[src/rtl/display_scan_ctrl.sv]
// Multiplexed 7-segment scan controller.
// Each digit gets a dark BLANK slot followed by a lit SHOW slot. The digit
// code is presented to a shared external decoder, and the returned segment
// pattern is registered. New digit values are double-buffered: a load writes
// the pending register, and that value becomes active at the next frame start.
module display_scan_ctrl #(
   parameter int         N_DIGITS       = 4,
   parameter int         REFRESH_CYCLES = 50000,
   parameter int         BLANK_CYCLES   = 500,
   parameter logic [6:0] SEG_OFF        = 7'b1111111
) (
   input  logic                          clk,
   input  logic                          rst,
   input  logic                          en,
   input  logic [4*N_DIGITS-1:0]         digits_in,
   input  logic                          load,
   output logic [3:0]                    binary_code,
   input  logic [6:0]                    display_code,
   output logic [6:0]                    seg,
   output logic [N_DIGITS-1:0]           an,
   output logic [$clog2(N_DIGITS)-1:0]   digit_sel,
   output logic                          frame_start,
   output logic                          update_done
);

   localparam int SEL_W   = $clog2(N_DIGITS);
   localparam int MAX_CYC = (REFRESH_CYCLES > BLANK_CYCLES) ? REFRESH_CYCLES : BLANK_CYCLES;
   localparam int CNT_W   = $clog2(MAX_CYC + 1);

   localparam logic [CNT_W-1:0] BLANK_LAST = CNT_W'(BLANK_CYCLES - 1);
   localparam logic [CNT_W-1:0] SHOW_LAST  = CNT_W'(REFRESH_CYCLES - 1);
   localparam logic [SEL_W-1:0] LAST_DIG   = SEL_W'(N_DIGITS - 1);

   typedef enum logic [1:0] {OFF, BLANK, SHOW} state_t;

   state_t                    state_q, state_d;
   logic [CNT_W-1:0]          cnt_q, cnt_d;
   logic [SEL_W-1:0]          sel_q, sel_d;
   logic [4*N_DIGITS-1:0]     active_q, active_d;
   logic [4*N_DIGITS-1:0]     pending_q, pending_d;
   logic                      flag_q, flag_d;
   logic [6:0]                seg_q, seg_d;
   logic [N_DIGITS-1:0]       an_q, an_d;

   // Scan sequencing: OFF -> BLANK -> SHOW -> BLANK (next digit) ...
   // an/seg are computed from the next state so the registered drive lines
   // up exactly with the state it belongs to.
   always_comb begin
      state_d = state_q;
      cnt_d   = cnt_q;
      sel_d   = sel_q;
      an_d    = '1;
      seg_d   = SEG_OFF;
      if (!en) begin
         state_d = OFF;
         cnt_d   = '0;
         sel_d   = '0;
      end else begin
         case (state_q)
            OFF: begin
               state_d = BLANK;
               cnt_d   = '0;
               sel_d   = '0;
            end
            BLANK: begin
               if (cnt_q == BLANK_LAST) begin
                  state_d = SHOW;
                  cnt_d   = '0;
               end else begin
                  cnt_d = cnt_q + 1'b1;
               end
            end
            SHOW: begin
               if (cnt_q == SHOW_LAST) begin
                  state_d = BLANK;
                  cnt_d   = '0;
                  sel_d   = (sel_q == LAST_DIG) ? '0 : sel_q + 1'b1;
               end else begin
                  cnt_d = cnt_q + 1'b1;
               end
            end
            default: begin
               state_d = OFF;
               cnt_d   = '0;
               sel_d   = '0;
            end
         endcase
      end
      // display_code already reflects this digit (binary_code is held for the
      // whole slot), so seg is valid from the first SHOW cycle.
      if (state_d == SHOW) begin
         an_d[sel_d] = 1'b0;
         seg_d       = display_code;
      end
   end

   // Frame-start update of the active digits; a coincident load bypasses the
   // pending register so the new value shows in this very frame.
   always_comb begin
      active_d  = active_q;
      pending_d = pending_q;
      flag_d    = flag_q;
      if (frame_start) begin
         if (load)
            active_d = digits_in;
         else if (flag_q)
            active_d = pending_q;
         flag_d = 1'b0;
      end else if (load) begin
         pending_d = digits_in;
         flag_d    = 1'b1;
      end
   end

   assign frame_start = (state_q == BLANK) && (cnt_q == '0) && (sel_q == '0);
   assign update_done = frame_start && (load || flag_q);
   // active_d equals active_q except on a frame start, where it is the value
   // being applied; using it keeps binary_code constant across the slot.
   assign binary_code = (state_q == OFF) ? 4'h0 : active_d[{sel_q, 2'b00} +: 4];
   assign seg         = seg_q;
   assign an          = an_q;
   assign digit_sel   = sel_q;

   // State and data registers.
   always_ff @(posedge clk or posedge rst) begin
      if (rst) begin
         state_q   <= OFF;
         cnt_q     <= '0;
         sel_q     <= '0;
         active_q  <= '0;
         pending_q <= '0;
         flag_q    <= 1'b0;
         seg_q     <= SEG_OFF;
         an_q      <= '1;
      end else begin
         state_q   <= state_d;
         cnt_q     <= cnt_d;
         sel_q     <= sel_d;
         active_q  <= active_d;
         pending_q <= pending_d;
         flag_q    <= flag_d;
         seg_q     <= seg_d;
         an_q      <= an_d;
      end
   end

endmodule

[config.mk]
export PLATFORM = sky130hd
export DESIGN_NAME = display_scan_ctrl
export DESIGN_NICKNAME = d
export VERILOG_FILES = /design/src/rtl/display_scan_ctrl.sv
export SDC_FILE = /design/constraint.sdc
export NUM_CORES = 1
export LEC_CHECK = 0
export BUFFER_PORTS_ARGS = -buffer_cell sky130_fd_sc_hd__buf_2
export CAP_MARGIN = 25
export CORE_MARGIN = 8
export CORE_UTILIZATION = 30
export CTS_BUF_LIST = sky130_fd_sc_hd__clkbuf_8
export DETAILED_ROUTE_END_ITERATION = 8
export PLACE_DENSITY = 0.52
export SYNTH_ARGS = -nofsm -noshare
export SYNTH_HDL_FRONTEND = slang
export SYNTH_SLANG_ARGS = --single-unit
export TNS_END_PERCENT = 30
[constraint.sdc]
create_clock -name clk -period 7.98 [get_ports clk]
set_clock_uncertainty 0.1 [all_clocks]
set_input_delay 1.596 -clock clk [delete_from_list [all_inputs] [get_ports clk]]
set_output_delay 1.596 -clock clk [all_outputs]
set_load 0.03 [all_outputs]
# == Word-level counts from Yosys, hierarchy flattened ==
# Index checks and enable logic that the tools add are counted.
# totals
in_bits,27
reg_bits,64
elab_cells,53
out_inout_bits,19
# op_classes
eq_ne,6
addsub,2
reduce_logical,10
magnitude_cmp,2
muxes,22
bitwise,2
shifts,1
# op_table
op,count
$mux 16,6
$pmux 16 s2,1
$add 16x1->16 const B,1
$eq 16x16->1 const B,1
$eq 16x9->1 const B,1
$logic_not 16->1,1
$shiftx 16x5->4,1
$mux 2,6
$mux 4,2
$mux 7,1
$eq 2x2->1 const B,3
$pmux 2 s3,1
$logic_and 1x1->1,4
$logic_not 2->1,2
$not 4->4,1
$pmux 2 s2,1
$lt 2x3->1 const B,1
$mux 1,3
$add 2x1->2 const B,1
$demux 1 s2,1
$eq 2x1->1 const B,1
$ge 2x1->1 const B,1
$reduce_and 2->1,1
$reduce_bool 2->1,1
other kinds (2),2

# == Logic depth before layout (Yosys ltp) ==
# depth
depth_word,11
mapped_depth,11
mapped_depth_nobuf,9

# == Worst setup path after synthesis ==
# Ideal clock, no wire load.
# synth_timing
path_type,input -> output
start,input load
end,output binary_code[0]
n_path_buf,2
cell_stages,5
t_required_ps,6284
setup_slack_ps,3114
t_arrival_ps,3170
cell_sequence,clkbuf_1 -> buf_1 -> o221a_2 -> nor2_1 -> a211oi_1
# synth_between
elab_chain_len,4
# synth_rtl
element,line_no,text
"start, declared",16,"input logic load,"
$mux 16,104,if (load)
$mux 16,103,if (frame_start) begin
via active_d[4],39,"logic [4*N_DIGITS-1:0] active_q, active_d;"
$shiftx 16x5->4,119,"assign binary_code = (state_q == OFF) ? 4'h0 : active_d[{sel_q, 2'b00} +: 4];"
$mux 4,119,
"end, declared",17,"output logic [3:0] binary_code,"
# The timed path passes the listed nets, and every way through them passes these cells.

# == Worst setup path in the final report ==
# layout_timing
start,register sel_q[0] (netlist: digit_sel[0])
end,output binary_code[2]
# layout_between
elab_chain_len,5
# layout_rtl
element,line_no,text
"start, declared",38,"logic [SEL_W-1:0] sel_q, sel_d;"
"start signal, assigned",138,sel_q <= sel_d;
$logic_not 2->1,115,assign frame_start = (state_q == BLANK) && (cnt_q == '0) && (sel_q == '0);
$logic_and 1x1->1,115,
$mux 16,103,
$shiftx 16x5->4 *,119,
$mux 4 *,119,
# Every way passes the cells marked *; elsewhere a longest branch is shown, timed or not.

==> results.ini <==
[setup_path]
reg2reg_depth=8
crit_path_end_kind=output port
critPathKind=flip-flop to output port
arrival_ns=3.75
cp-start-kind=flip-flop
required_ns=6.28
cp_max_fo=21

[clock_network]
path_clk_slew_ns=0.07
cts.htree.levels=3
cts.path.max_buffers=2
cts_tree=done
cts-root-buf=clkbuf_8
holdBufCountCts=0
cts.repair.resized=0
worstSkewPairLatency_ns=0.35
numCtsBuffers=9
cts_sinks=64
cts_setup_buffers=0

[worst_hold_path]
min_path_cells=1
hold_class=flip-flop to flip-flop

[placed_design]
finalWeightedCongestion=0.797
pre_cts_ws_ns=2.72
port_buffers=45
dp_hpwl_mm=6.02

[timing]
hold_viol_final=0
fmaxAchievable_mhz=184
period_needed_ns=5.45
finalSetupViolCount=0
final.setup.tns_ns=0
drv_slew=0
worst_pin_slew_ns=0.818
rsz0062_at_grt=no
slew_headroom_pct=45.5
period_share_pct=68.3
setup_ws_ns=2.53
hold_slack_ns=0.384

[layout]
drive_gt1_share_pct=26.0
areaGrowthSynthToFinish_pct=15.4
n_antenna_cell=0
fin_nets=419

[detailed_routing]
viasPerCell=5.09
drc=0
ant_nets=0
first_iter_violations=153
drt_pass1_iterations=6
routedWlPerCell_um=15.9
vias=2707
routed_wl_mm=8.48

[floorplanning]
die-area_um2=15100
start_util_pct=30.3
fp-row-count=39
ios=46
die_w_um=123
die_h_um=123
coreArea_um2=11300

[synth]
synth_edf_count=0
synth.lib_cells_used.distinct=54
syn_area_um2=3420
async_reset_ff_share_pct=100
syn-num-nets=375
yosysSeqAreaShare_pct=47.2
synthFlopType=dfrtp_1
ys_seq_elements=64
ys_warn_count=0
syn_area_per_cell_um2=10.1
synth_cells=340

[global_routing]
antenna_found_initial=0
first_global_vias=2812
grt_pass1_wl_mm=14.2
grt_overflow=0
grt_max_degree=65
grt_use_total_pct=11.9

[job]
maxCapViolCount=0

[power]
power_density_nw_per_um2=199
p_leak_nw=1.68
vdd_drop_max_uv=119

[status]
status=completed

cells in the final DEF, fill, tap and decap left out, types with 3 or more instances in the layout:
master    Yosys  final
a211oi_1      3      3
a21o_1        3      3
a21oi_1       8      8
a41oi_1       7      7
and3_1        6      6
buf_2         6     45
clkbuf_8      0     11
clkinv_1      4      4
dfrtp_1      53     53
dfstp_2      11     11
ha_1          8      8
inv_1        18     21
mux2_2       17     17
mux2i_1       9      9
nand2_1      19     19
nand2b_1      9      9
nand3_1       9      9
nand4_1       7      7
nor2_1       49     49
nor3_1        5      5
nor3b_1       3      3
nor4b_1       4      4
o211ai_1      3      3
o21ai_0      12     12
o221a_2       6      6
o22ai_1       7      7
xnor2_1       6      6
xor2_1        8      8
cells by family (layout without fill, tap and decap cells):
group                      count (synthesis)  in the layout  share of synthesized area, %
and+or+nand+nor                          128            128                          20.0
AOI/OAI and AO/OA                         64             64                          13.7
DFF                                       64             64                          47.2
buffers and inverters                     36             85                          4.28
muxes                                     26             26                          8.23
xor gates and xnor gates                  14             14                          3.58
adders and majority gates                  8              8                          2.93
through the flow:
stage          cells  area [um2]  total power [W]  utilization [%]
5_1_grt          532        3950         0.000832             35.0
3_3_place_gp     516        3780         0.000547             33.5
2_1_floorplan    340        3420         0.000504                -
3_5_place_dp     516        3780         0.000549             33.5
4_1_cts          532        3950         0.000800             35.0
6_report         532        3950         0.000787             35.0
metal layers:
| layer | track usage (%) | vias to the layer above | part of all wire [%] |
|---|---|---|---|
| met5 | 0 | - | 0 |
| met4 | 3.43 | 0 | 1.1 |
| met3 | 3.77 | 12 | 5.3 |
| met2 | 19.2 | 60 | 49 |
| met1 | 14.9 | 1325 | 45 |
| li1 | - | 1310 | - |
power breakdown:
| part | internal (W) | leakage (nW) | switching, W |
|---|---|---|---|
| clock | 0.000125 | 0.104 | 0.000120 |
| combinational | 0.0000692 | 0.799 | 0.0000848 |
| sequential | 0.000362 | 0.778 | 0.0000260 |
state kept, by name, summed over array words and instances (netlist names):
| signal | flops |
|---|---|
| active_q | 16 |
| state_q | 2 |
| an | 4 |
| pending_q | 16 |
| cnt_q | 16 |
| seg | 7 |
| digit_sel | 2 |
| flag_q | 1 |
worst max-delay path, cell delays in order, from the launching register on:
cell and delay [ns]:
dfrtp_1 0.68, clkinv_1 0.39, ha_1 0.30, nand2_1 0.19, nor2_8 0.08, nand2_2 0.16, clkinv_1 0.57, o22ai_1 0.48
o31ai_1 0.14, o211a_1 0.23, buf_2 0.17
final cells by class:
cell class | count | area (um2)
sequential | 64 | 1620
clock inverter | 5 | 20.0
timing repair buffer | 47 | 240
clock buffer | 11 | 151
inverter | 22 | 82.6
multi-input combinational | 240 | 1660
tap | 143 | 179
fill | 1160 | 7320
cell usage after synthesis, types with 3 or more instances:
library cell	instances	area (um2)
dfrtp_1	53	1330
nor2_1	49	184
nand2_1	19	71.3
inv_1	18	67.6
mux2_2	17	191
o21ai_0	12	60.1
dfstp_2	11	289
mux2i_1	9	90.1
nand2b_1	9	56.3
nand3_1	9	45.0
a21oi_1	8	40.0
ha_1	8	100
xor2_1	8	70.1
a41oi_1	7	61.3
nand4_1	7	43.8
o22ai_1	7	43.8
and3_1	6	37.5
buf_2	6	30.0
o221a_2	6	67.6
xnor2_1	6	52.6
nor3_1	5	25.0
clkbuf_1	4	15.0
clkinv_1	4	15.0
nor4b_1	4	35.0
a211oi_1	3	22.5
a21o_1	3	22.5
buf_1	3	11.3
nor3b_1	3	22.5
o211ai_1	3	22.5
path summary, 6_finish.rpt:
check                                       to    startpoint  slack [ns]
min in group asynchronous        pending_q[11]           rst        1.38
max in group asynchronous          active_q[3]           rst        5.86
worst min-delay path                  cnt_q[0]      cnt_q[0]        0.38
worst max register to register     active_q[3]  digit_sel[0]        4.72
worst min register to register        cnt_q[0]      cnt_q[0]        0.38
worst max-delay path            binary_code[2]  digit_sel[0]        2.53
Note: power is estimated with default switching activity, not from simulation.
